## config.mk

```make
export PLATFORM = sky130hd
export DESIGN_NAME = mpsub_ctrl
export DESIGN_NICKNAME = d
export VERILOG_FILES = /design/src/rtl/mpsub_ctrl.sv
export SDC_FILE = /design/constraint.sdc
export NUM_CORES = 1
export LEC_CHECK = 0
export CORE_MARGIN = 4
export CORE_UTILIZATION = 50
export DETAILED_ROUTE_END_ITERATION = 7
export PLACE_DENSITY = 0.76
export SLEW_MARGIN = 0
export SYNTH_ARGS = -nofsm -noshare
export SYNTH_HDL_FRONTEND = slang
export SYNTH_SLANG_ARGS = --single-unit
```

## constraint.sdc

```tcl
create_clock -name clk -period 5.3 [get_ports clk]
set_clock_uncertainty 0.1 [all_clocks]
set_input_delay 1.06 -clock clk [delete_from_list [all_inputs] [get_ports clk]]
set_output_delay 1.06 -clock clk [all_outputs]
set_load 0.005 [all_outputs]
```

## src/rtl/mpsub_ctrl.sv

```systemverilog
// Byte-serial multi-precision subtract sequencer for an external 8-bit subtractor
// with no borrow-in; a pending borrow costs one extra FIX pass per byte.
module mpsub_ctrl #(
  parameter int BYTES = 2
) (
  input  logic               clk,
  input  logic               rst,
  input  logic               start,
  input  logic [8*BYTES-1:0] op_a,
  input  logic [8*BYTES-1:0] op_b,
  output logic               ready,
  output logic               done,
  output logic [8*BYTES-1:0] result,
  output logic               flag_z,
  output logic               flag_c,
  output logic               flag_n,
  output logic               flag_v,
  output logic [7:0]         sub_a,
  output logic [7:0]         sub_b,
  input  logic [7:0]         sub_diff,
  input  logic               sub_bout
);

  localparam int W  = 8 * BYTES;
  localparam int IW = (BYTES > 1) ? $clog2(BYTES) : 1;

  typedef enum logic [1:0] {IDLE, SUB, FIX, DONE} state_t;

  state_t          state_q;
  logic [W-1:0]    a_q, b_q, work_q, result_q;
  logic [IW-1:0]   idx_q;
  logic            borrow_q, b1_q;
  logic [7:0]      tmp_q;
  logic            ready_q, done_q;
  logic            fz_q, fc_q, fn_q, fv_q;

  logic [7:0]      a_byte, b_byte;
  logic [W-1:0]    res_d;
  logic            borrow_d, last;

  always_comb begin
    a_byte = 8'h00;
    b_byte = 8'h00;
    res_d  = work_q;
    for (int i = 0; i < BYTES; i++) begin
      if (idx_q == IW'(i)) begin
        a_byte           = a_q[i*8 +: 8];
        b_byte           = b_q[i*8 +: 8];
        res_d[i*8 +: 8]  = sub_diff;
      end
    end
    last     = (idx_q == IW'(BYTES - 1));
    borrow_d = (state_q == FIX) ? (b1_q | sub_bout) : sub_bout;
    sub_a    = 8'h00;
    sub_b    = 8'h00;
    case (state_q)
      SUB: begin
        sub_a = a_byte;
        sub_b = b_byte;
      end
      FIX: begin
        sub_a = tmp_q;
        sub_b = 8'h01;
      end
      default: ;
    endcase
  end

  always_ff @(posedge clk) begin
    if (rst) begin
      state_q  <= IDLE;
      a_q      <= '0;
      b_q      <= '0;
      work_q   <= '0;
      result_q <= '0;
      idx_q    <= '0;
      borrow_q <= 1'b0;
      b1_q     <= 1'b0;
      tmp_q    <= 8'h00;
      ready_q  <= 1'b1;
      done_q   <= 1'b0;
      fz_q     <= 1'b0;
      fc_q     <= 1'b0;
      fn_q     <= 1'b0;
      fv_q     <= 1'b0;
    end else begin
      done_q <= 1'b0;
      case (state_q)
        IDLE: begin
          if (start) begin
            a_q      <= op_a;
            b_q      <= op_b;
            idx_q    <= '0;
            borrow_q <= 1'b0;
            work_q   <= '0;
            result_q <= '0;
            ready_q  <= 1'b0;
            state_q  <= SUB;
          end
        end
        SUB, FIX: begin
          if (state_q == SUB && borrow_q) begin
            // first pass of a borrowed byte; FIX subtracts the pending 1
            tmp_q   <= sub_diff;
            b1_q    <= sub_bout;
            state_q <= FIX;
          end else begin
            work_q   <= res_d;
            borrow_q <= borrow_d;
            if (last) begin
              state_q  <= DONE;
              done_q   <= 1'b1;
              result_q <= res_d;
              fz_q     <= (res_d == '0);
              fc_q     <= borrow_d;
              fn_q     <= res_d[W-1];
              fv_q     <= (a_q[W-1] ^ b_q[W-1]) & (a_q[W-1] ^ res_d[W-1]);
            end else begin
              idx_q   <= idx_q + IW'(1);
              state_q <= SUB;
            end
          end
        end
        DONE: begin
          ready_q <= 1'b1;
          state_q <= IDLE;
        end
        default: state_q <= IDLE;
      endcase
    end
  end

  assign ready  = ready_q;
  assign done   = done_q;
  assign result = result_q;
  assign flag_z = fz_q;
  assign flag_c = fc_q;
  assign flag_n = fn_q;
  assign flag_v = fv_q;

endmodule

```

# --- After elaboration in Yosys (flattened, before gate mapping) ---
# Index checks and enable logic that the tools add are counted.
op_classes:
  add_sub_neg: 1
  eq_ne: 6
  muxes: 25
  bitwise_logic: 6
  reduce_logical: 13
op_table:
  columns: ["op", "count"]
  rows:
  - ["two-way mux 16 bit", 4]
  - ["one-hot mux 16 bit (2 select lines)", 2]
  - ["two-way mux 8 bit", 4]
  - ["one-hot mux 8 bit (2 select lines)", 2]
  - ["zero test 16 bit", 1]
  - ["two-way mux 1 bit", 6]
  - ["two-way mux 2 bit", 3]
  - ["inequality test 2 bit (second input constant)", 3]
  - ["one-hot mux 1 bit (2 select lines)", 3]
  - ["one-hot mux 2 bit (3 select lines)", 1]
  - ["AND reduction 2 bit", 3]
  - ["AND reduction 3 bit", 2]
  - ["== test 2 bit (second input constant)", 2]
  - ["AND reduction 4 bit", 1]
  - ["nonzero test 2 bit", 2]
  - ["OR reduction 3 bit", 1]
  - ["== test 2 x 1 -> 1 bit (second input constant)", 1]
  - ["zero test 2 bit", 1]
  - ["NOT 1 bit", 2]
  - ["OR reduction 2 bit", 1]
  - ["XOR 1 bit", 2]
  - ["adder 1 bit (second input constant)", 1]
  - ["AND 1 bit", 1]
  - ["logical AND 1 bit", 1]
  - ["bitwise OR 1 bit", 1]
totals:
  register_bits: 83
  input_bits: 44
  out_inout_bits: 38
  wordCells: 66

# --- Logic depth before layout (Yosys ltp) ---
# Gate-level depths: netlist of the first run.
depth:
  depth_word: 4
  ltp_mapped: 8
  mapped_depth_nobuf: 6

# --- Least setup slack after synthesis of the first run ---
# No wires, ideal clock.
synth_timing:
  path_type: "register -> output"
  from: "register state_q[0]"
  to: "output port sub_b[1]"
  t_arrival_ns: 1.454
  required_ns: 4.140
  slack_ns: 2.686
  stages_incl_launch_ff: 7
  n_path_buf: 2
  path_cell_list: "dfxtp_1 -> inv_1 -> ha_1 -> clkbuf_1 -> buf_2 -> nand2_1 -> nor2_1"
synth_between:
  elab_chain_cells: 2
  elab_cells_between_ends: 3
  cone_classes: "2 x eq/ne; 1 x mux"
synth_lines:
  columns: ["item", "line", "source"]
  rows:
  - ["start: declaration", "29", "state_t state_q;"]
  - ["start signal: assignment", "71", "state_q <= IDLE;"]
  - ["start signal: assignment", "98", "state_q <= SUB;"]
  - ["start signal: assignment", "106", "state_q <= FIX;"]
  - ["== test 2 bit or == test 2 x 1 -> 1 bit (tied branches)", "56", "case (state_q)"]
  - ["one-hot mux 8 bit (2 select lines) *", "56", null]
  - ["end: declaration", "19", "output logic [7:0] sub_b,"]
# Every way passes the cells marked *; elsewhere a longest branch is shown, timed or not.

# --- Worst setup path in the final report of the first run ---
layout_timing:
  from: "register state_q[0]"
  to: "output port sub_b[6]"
# The elaborated chain is that of the path after synthesis.

==> results of run 1 <==
-- worst max-delay path, delay by kind of cell, from the launching register on --
kind | cells | cell delay, ns
AND/OR/NAND/NOR | 2 | 0.61
adder cells (fa/ha/maj) | 1 | 0.98
buffers and inverters | 2 | 0.63
flip-flops | 1 | 0.41
-- cell usage after synthesis --
cell,n
o211ai_1,1
nor2b_1,27
nand2_1,91
buf_6,2
nor2_1,47
nand3_1,3
nand3b_1,2
a31o_1,1
or4_1,2
a21oi_1,48
o21bai_1,1
o21ai_1,1
nor4_1,2
ha_1,5
and3_1,2
clkbuf_1,22
a22oi_1,9
buf_8,1
o2bb2ai_1,2
a311oi_1,1
nand4_1,1
buf_2,6
buf_4,1
mux2i_1,56
mux2_2,9
and2_1,1
nor3_1,2
dfxtp_1,83
nor4b_1,1
nand2b_1,2
a211oi_1,2
inv_1,3
nor3_4,1
-- per-stage QoR --
step | utilization [%] | worst slack, ns
floorplan | - | 2.69
global placement | 62.5 | 1.63
detailed placement | 62.5 | 1.56
CTS | 65.3 | 1.16
global route | 65.3 | 0.934
finish | 65.3 | 1.15
-- layout by cell type (no fill, tap or decap), types with 2 or more instances in the layout --
cell,instances
a211oi_1,2
a21oi_1,48
a22oi_1,9
and3_1,2
bufinv_16,2
clkbuf_8,9
clkdlybuf4s50_1,80
clkinv_2,4
dfxtp_1,82
ha_1,5
inv_1,3
mux2_2,9
mux2i_1,56
nand2_1,91
nand2b_1,2
nand3_1,3
nand3b_1,2
nor2_1,47
nor2b_1,27
nor3_1,2
nor4_1,2
o2bb2ai_1,2
or4_1,2
-- logic make-up (layout without fill, tap and decap cells) --
group                      after synthesis  count (layout)  synth area share [%]
and+or+nand+nor                        184             184                  21.8
DFF                                     83              83                  44.3
AOI/OAI and AO/OA                       66              66                  10.1
muxes                                   65              65                  17.7
buffers and inverters                   35             101                  4.50
adders and majority gates                5               5                  1.67
-- flip-flops by register name, summed over array words and instances, names as in the netlist, 2 cells and up --
signal	flops
work_q	16
tmp_q	8
result	16
a_q	16
state_q	2
b_q	16
-- routing by layer --
metal	vias up	GRT usage [%]	routed length [um]
li1	1589	-	-
met1	1491	26.3	4020
met2	60	32.9	4280
met3	14	3.43	298
met4	0	8.17	150
met5	-	0	0
-- worst max path at each step --
stage | startpoint | endpoint | slack [ns] | cells past startpoint
6_report | state_q[0] | sub_b[6] | 1.15 | 5
5_1_grt | state_q[0] | sub_b[3] | 0.93 | 5
4_1_cts | state_q[0] | sub_b[6] | 1.16 | 5
3_5_place_dp | state_q[0] | sub_b[6] | 1.56 | 5
3_3_place_gp | state_q[0] | sub_b[7] | 1.63 | 5
2_1_floorplan | state_q[0] | sub_b[1] | 2.69 | 6
-- area by class of cell --
class | count | area, um2 | share of cell area, %
clock buffer | 10 | 128 | 2.69
clock inverter | 6 | 80.1 | 1.69
inverter | 3 | 11.3 | 0.238
multi-input combinational | 320 | 1920 | 40.5
sequential | 83 | 1660 | 35.1
tap | 99 | 124 | 2.61
timing repair buffer | 82 | 813 | 17.2
-- power groups by stage --
stage | registers [mW] | clock network [mW] | logic, mW
after floorplan | 0.684 | 0 | 0.183
after global placement | 0.701 | 0 | 0.243
after detailed placement | 0.703 | 0 | 0.248
after CTS | 0.688 | 0.489 | 0.249
after global routing | 0.693 | 0.521 | 0.272
final | 0.687 | 0.482 | 0.248
==> impl_results.md, run 1 <==
- Critical-path cell list: inv_1, ha_1, nand2_1, nor2_1, clkdlybuf4s50_1
- Die ar.: 8950 um2
- Seq cells post-synth: 83
- Initial antenna violation count: 0
- R2R setup slack: ~2 ns
- Total CTS buffers: 9
- GRT Util Overall: 20.1%
- Status: completed
- Clock Sinks: between 80 and 90
- Vias in the first global route: 3043
- Slowest stage delay, CP: about 0.98 ns
- Final RePlAce weighted congestion: approximately 0.80
- Max Cap Viol: 0
- Distinct cells, synth: 33
- Crit path arrival time: around 3 ns
- Setup_tns: 0 ns
- Worst skew pair latency: roughly 0.35 ns
- Leading area contributor after synthesis: dfxtp_1
- Unrepaired setup endpoints after global routing: false
- Initial core utilization: 51.7%
- Leak Pwr: about 1.8 nW
- Final hold vios: 0
- Crit path max fanout: 40
- Syn Area/Cell: around 8.6 um2
- Final #Nets: 548
- Ranking of synthesized cells by area: dfxtp_1 44%, mux2i_1 15%, nand2_1 9.1%
- Die H: approximately 95 um
- Final setup fails: 0
- Antenna diodes: 0
- Tmin final: about 4.1 ns
- Finished Cell Area: between 4000 and 5000 um2
- Worst hold slack: 0.355 ns
- Peak VDD IR: 0.000154 V
- Rel. slew slack: a little under a quarter
- CP max-delay cell: ha_1
- Startpoint types: flip-flop
- Switch share: a little over a quarter
- Detailed Route WL: slightly below 9000 um
- H-tree depth: 3
- Cts-stage hold buffer count: 0
- YS warnings: 0
- Clock power share: about a third
- Power density over the cells: around 300 nW/um2
- Num ports: 82
- Syn_nets: slightly below 500
- Via density: ~5.2
- Placed Instances: between 500 and 600
- Area Growth Syn to Fin: 26.4%
- Fmax: around 240 MHz
- Post-Syn Area: 3750 um2
- Maximum clock path buffer count: 2
- Standard-cell row count: 31
- Final period utilization: 78.3%
- Root buf cell: clkbuf_8
- Setup CP Type: reg2out
- Routed Antenna Nets: 0
- Post-synthesis sequential area ratio: around 44%
- Layout cells sized above 1: ~5.6%
- Fillers: 640
- Gate Count Post-Synth: about 440
- Reg-to-Reg End: result[3]
- # DRC: 0
- Least-Margin Pin Slew: ~1.1 ns
- Drt pass-1 iters: 4
- TritonCTS clock tree: built
- Crit. End Element: output pin
- # Post-CTS Setup Buffers: 0
- Hold depth: 2
- Worst Hold Path EP: a_q[9]
- Share of the synthesized area in the top cell type: between 40% and 50%
- Die width: approximately 95 um
- Vias: 3154
- Combinational Power Share: ~18%
- DR iter-0 viols: approximately 170
- Pint: around 1.0 mW
- Critical Path RT: 4.14 ns
- PortBufs: 81
- Congestion Overflow GR: 0
- Worst min-delay path category: reg2reg
- FF-to-FF path depth: 6
- Reg2reg start: state_q[0]
- Power Total: roughly 1.4 mW
- Clock Pin Slew Worst Setup and Hold Paths: 0.08 ns
- Core area: roughly 7300 um2
- Net Switching: 373 uW
- Placed Area: about 4500 um2
- Final HPWL DP: around 6000 um
- Final Non-Filler Cells: approximately 600
- Largest net degree at the start of global routing: 55
- Hold wc startpoint: a_q[9]
- Final max-slew violation count: 0
- Post-CTS sizing: 0
- Global-route wire length before repair: approximately 14000 um
- Register share of total power: 48.5%
- Routed len/inst: between 10 and 15 um
(Power assumes the default switching activity.)
==> run 2: changes to the inputs <==
- clock period: 5.3 -> 4.3 ns (I/O delays scaled with it)
==> run 2 against run 1 <==
Compared with the run above:
- cell count rose by 0.17%
- sequential power rose by 22%
- flip-flop and latch count did not move
- register-to-register slack got worse by 0.62 ns
- wire length rose by 3.1%
- critical path type unchanged
==> impl_results.md, run 2 (synthesized netlist as in run 1, its figures left out) <==
- Status: completed (unchanged)
- # DRC: 0 (unchanged)
- Via density: 5.27 (was 5.23)
- Post-CTS sizing: 0 (unchanged)
- Util after Layout: 65.6% (was 65.3%)
- Register share of total power: 47.7% (was 48.5%)
- Global-route wire length before repair: 14800 um (was 14200 um)
- Worst min-delay path category: reg2reg (unchanged)
- Initial antenna violation count: 0 (unchanged)
- Fillers: 620 (was 640)
- Detailed Route WL: 9020 um (was 8750 um)
- Die ar.: 8950 um2 (unchanged)
- Worst Hold Path EP: a_q[1] (was a_q[9])
- Worst skew pair latency: 0.35 ns (about the same)
- Routed len/inst: 14.9 um (was 14.5 um)
- Area Growth Syn to Fin: 27.0% (was 26.4%)
- Largest net degree at the start of global routing: 52 (was 55)
- Maximum clock path buffer count: 2 (unchanged)
- WL met1: 4010 um (was 4020 um)
- FF/Latch Area: 1660 um2 (unchanged)
- Area of the multi-input gates: 1920 um2 (unchanged)
- Cts-stage hold buffer count: 0 (unchanged)
- Tmin final: around 3.3 ns
- Routed Antenna Nets: 0 (unchanged)
- Crit path max fanout: 35 (was 40)
- Final hold vios: 0 (unchanged)
- Switch share: 26.2% (was 26.4%)
- Reg-to-Reg End: work_q[4] (was result[3])
- Highest metal layer with signal wires: met4 (unchanged)
- Clock Sinks: 83 (unchanged)
- Standard-cell row count: 31 (unchanged)
- TritonCTS clock tree: built (unchanged)
- Hold depth: 2 (unchanged)
- Root buf cell: clkbuf_8 (unchanged)
- Setup CP Type: reg2out (unchanged)
- Congestion Overflow GR: 0 (unchanged)
- Combinational Power Share: 17.9% (was 17.5%)
- Hold wc startpoint: a_q[1] (was a_q[9])
- Vias in the first global route: 3136 (was 3043)
- # Post-CTS Setup Buffers: 0 (unchanged)
- H-tree depth: 3 (unchanged)
- Pint: 1.30 mW (was 1.04 mW)
- Final setup fails: 0 (unchanged)
- Unrepaired setup endpoints after global routing: false (unchanged)
- Clock power share: 34.5% (was 34.0%)
- Startpoint types: flip-flop (unchanged)
- Crit. End Element: output pin (unchanged)
- Commonest non-fill, non-tap cell in the layout: nand2_1 (unchanged)
- Reg2reg start: state_q[0] (unchanged)
- Final RePlAce weighted congestion: 0.792 (was 0.803)
- Final period utilization: 76.2%
- Crit path arrival time: 2.31 ns (was 2.99 ns)
- Leak Pwr: 1.76 nW (was 1.75 nW)
- Peak VDD IR: 0.000214 V (was 0.000154 V)
- Total CTS buffers: 9 (unchanged)
- Fmax: approximately 310 MHz
- Power density over the cells: 371 nW/um2 (was 299 nW/um2)
- Clock Pin Slew Worst Setup and Hold Paths: 0.08 ns (about the same)
- Num ports: 82 (unchanged)
- Rel. slew slack: 23.0% (was 23.4%)
- Final HPWL DP: 6110 um (was 6030 um)
- GRT Util Overall: 20.9% (was 20.1%)
- Net Switching: 463 uW (was 373 uW)
- R2R setup slack: 1.39 ns (was 2.01 ns)
- WL met2: 4550 um (was 4280 um)
- Final max-slew violation count: 0 (unchanged)
- Layout cells sized above 1: 5.94% (was 5.56%)
- Vias: 3181 (was 3154)
- Drt pass-1 iters: 4 (unchanged)
- Initial core utilization: 51.7% (unchanged)
- Core area: 7250 um2 (unchanged)
- PortBufs: 81 (unchanged)
- Most frequent cells in the layout: 91 x nand2_1, 82 x dfxtp_1, 80 x clkdlybuf4s50_1, 56 x mux2i_1, 48 x a21oi_1 (unchanged)
- Setup_tns: 0 ns (unchanged)
- FF-to-FF path depth: 7 (was 6)
- Final #Nets: 550 (was 548)
- Die width: 94.6 um (unchanged)
- Antenna diodes: 0 (unchanged)
- Met3 wire len: 331 um (was 298 um)
- Critical Path RT: 3.34 ns (was 4.14 ns)
- Die H: 94.6 um (unchanged)
- DR iter-0 viols: 176 (was 166)
- Least-Margin Pin Slew: 1.15 ns (about the same)
- Max Cap Viol: 0 (unchanged)
## run 2: cell types whose count changed in the layout (fill, tap and decap cells not counted)
cell / before / now
buf_4: 1 / 3
clkinv_2: 4 / 2
clkbuf_1: 1 / 0
clkbuf_8: 9 / 10
clkinvlp_4: 0 / 1
## run 2: worst max-delay path by stage
stage,slack [ns],from,to
4_1_cts,1.02,state_q[0],sub_a[1]
2_1_floorplan,1.89,state_q[0],sub_b[1]
3_5_place_dp,1.23,start,work_q[2]
3_3_place_gp,1.29,start,work_q[7]
6_report,1.03,state_q[0],sub_a[1]
5_1_grt,0.90,state_q[0],sub_a[0]
## run 2: layer usage
metal	GRT usage, %	vias to the layer above
met1	26.8	1519
li1	-	1591
met3	4.14	12
met2	35.3	59
met5	0	-
met4	6.49	0
## run 2: power groups by stage
stage,Combinational [mW],Sequential (mW),Clock [mW]
6_report,0.315,0.841,0.608
3_3_place_gp,0.308,0.857,0
3_5_place_dp,0.315,0.859,0
5_1_grt,0.345,0.848,0.657
4_1_cts,0.317,0.841,0.615
2_1_floorplan,0.226,0.843,0
## run 2: cell type report
cell class | instances | area share [%]
clock buffers | 10 | 2.89
clock inverters | 5 | 1.63
inverters | 3 | 0.237
multi-input cells | 320 | 40.3
flip-flops and latches | 83 | 34.9
well taps | 99 | 2.60
repair buffers | 84 | 17.4
## run 2: worst max-delay path, cell delays in order (launching register included)
cell,delay (ns)
dfxtp_1,0.42
inv_1,0.11
ha_1,0.38
buf_4,0.32
nor2b_1,0.20
clkdlybuf4s50_1,0.52
## run 2: per-stage QoR
step	total power, mW	std cells	instance area [um2]	setup WS, ns	hold WS (ns)
2_1_floorplan	1.07	438	3750	1.89	0.333
3_3_place_gp	1.17	589	4550	1.29	0.340
3_5_place_dp	1.17	589	4550	1.23	0.344
4_1_cts	1.77	604	4760	1.02	0.356
5_1_grt	1.85	604	4760	0.900	0.377
6_report	1.76	604	4760	1.03	0.354
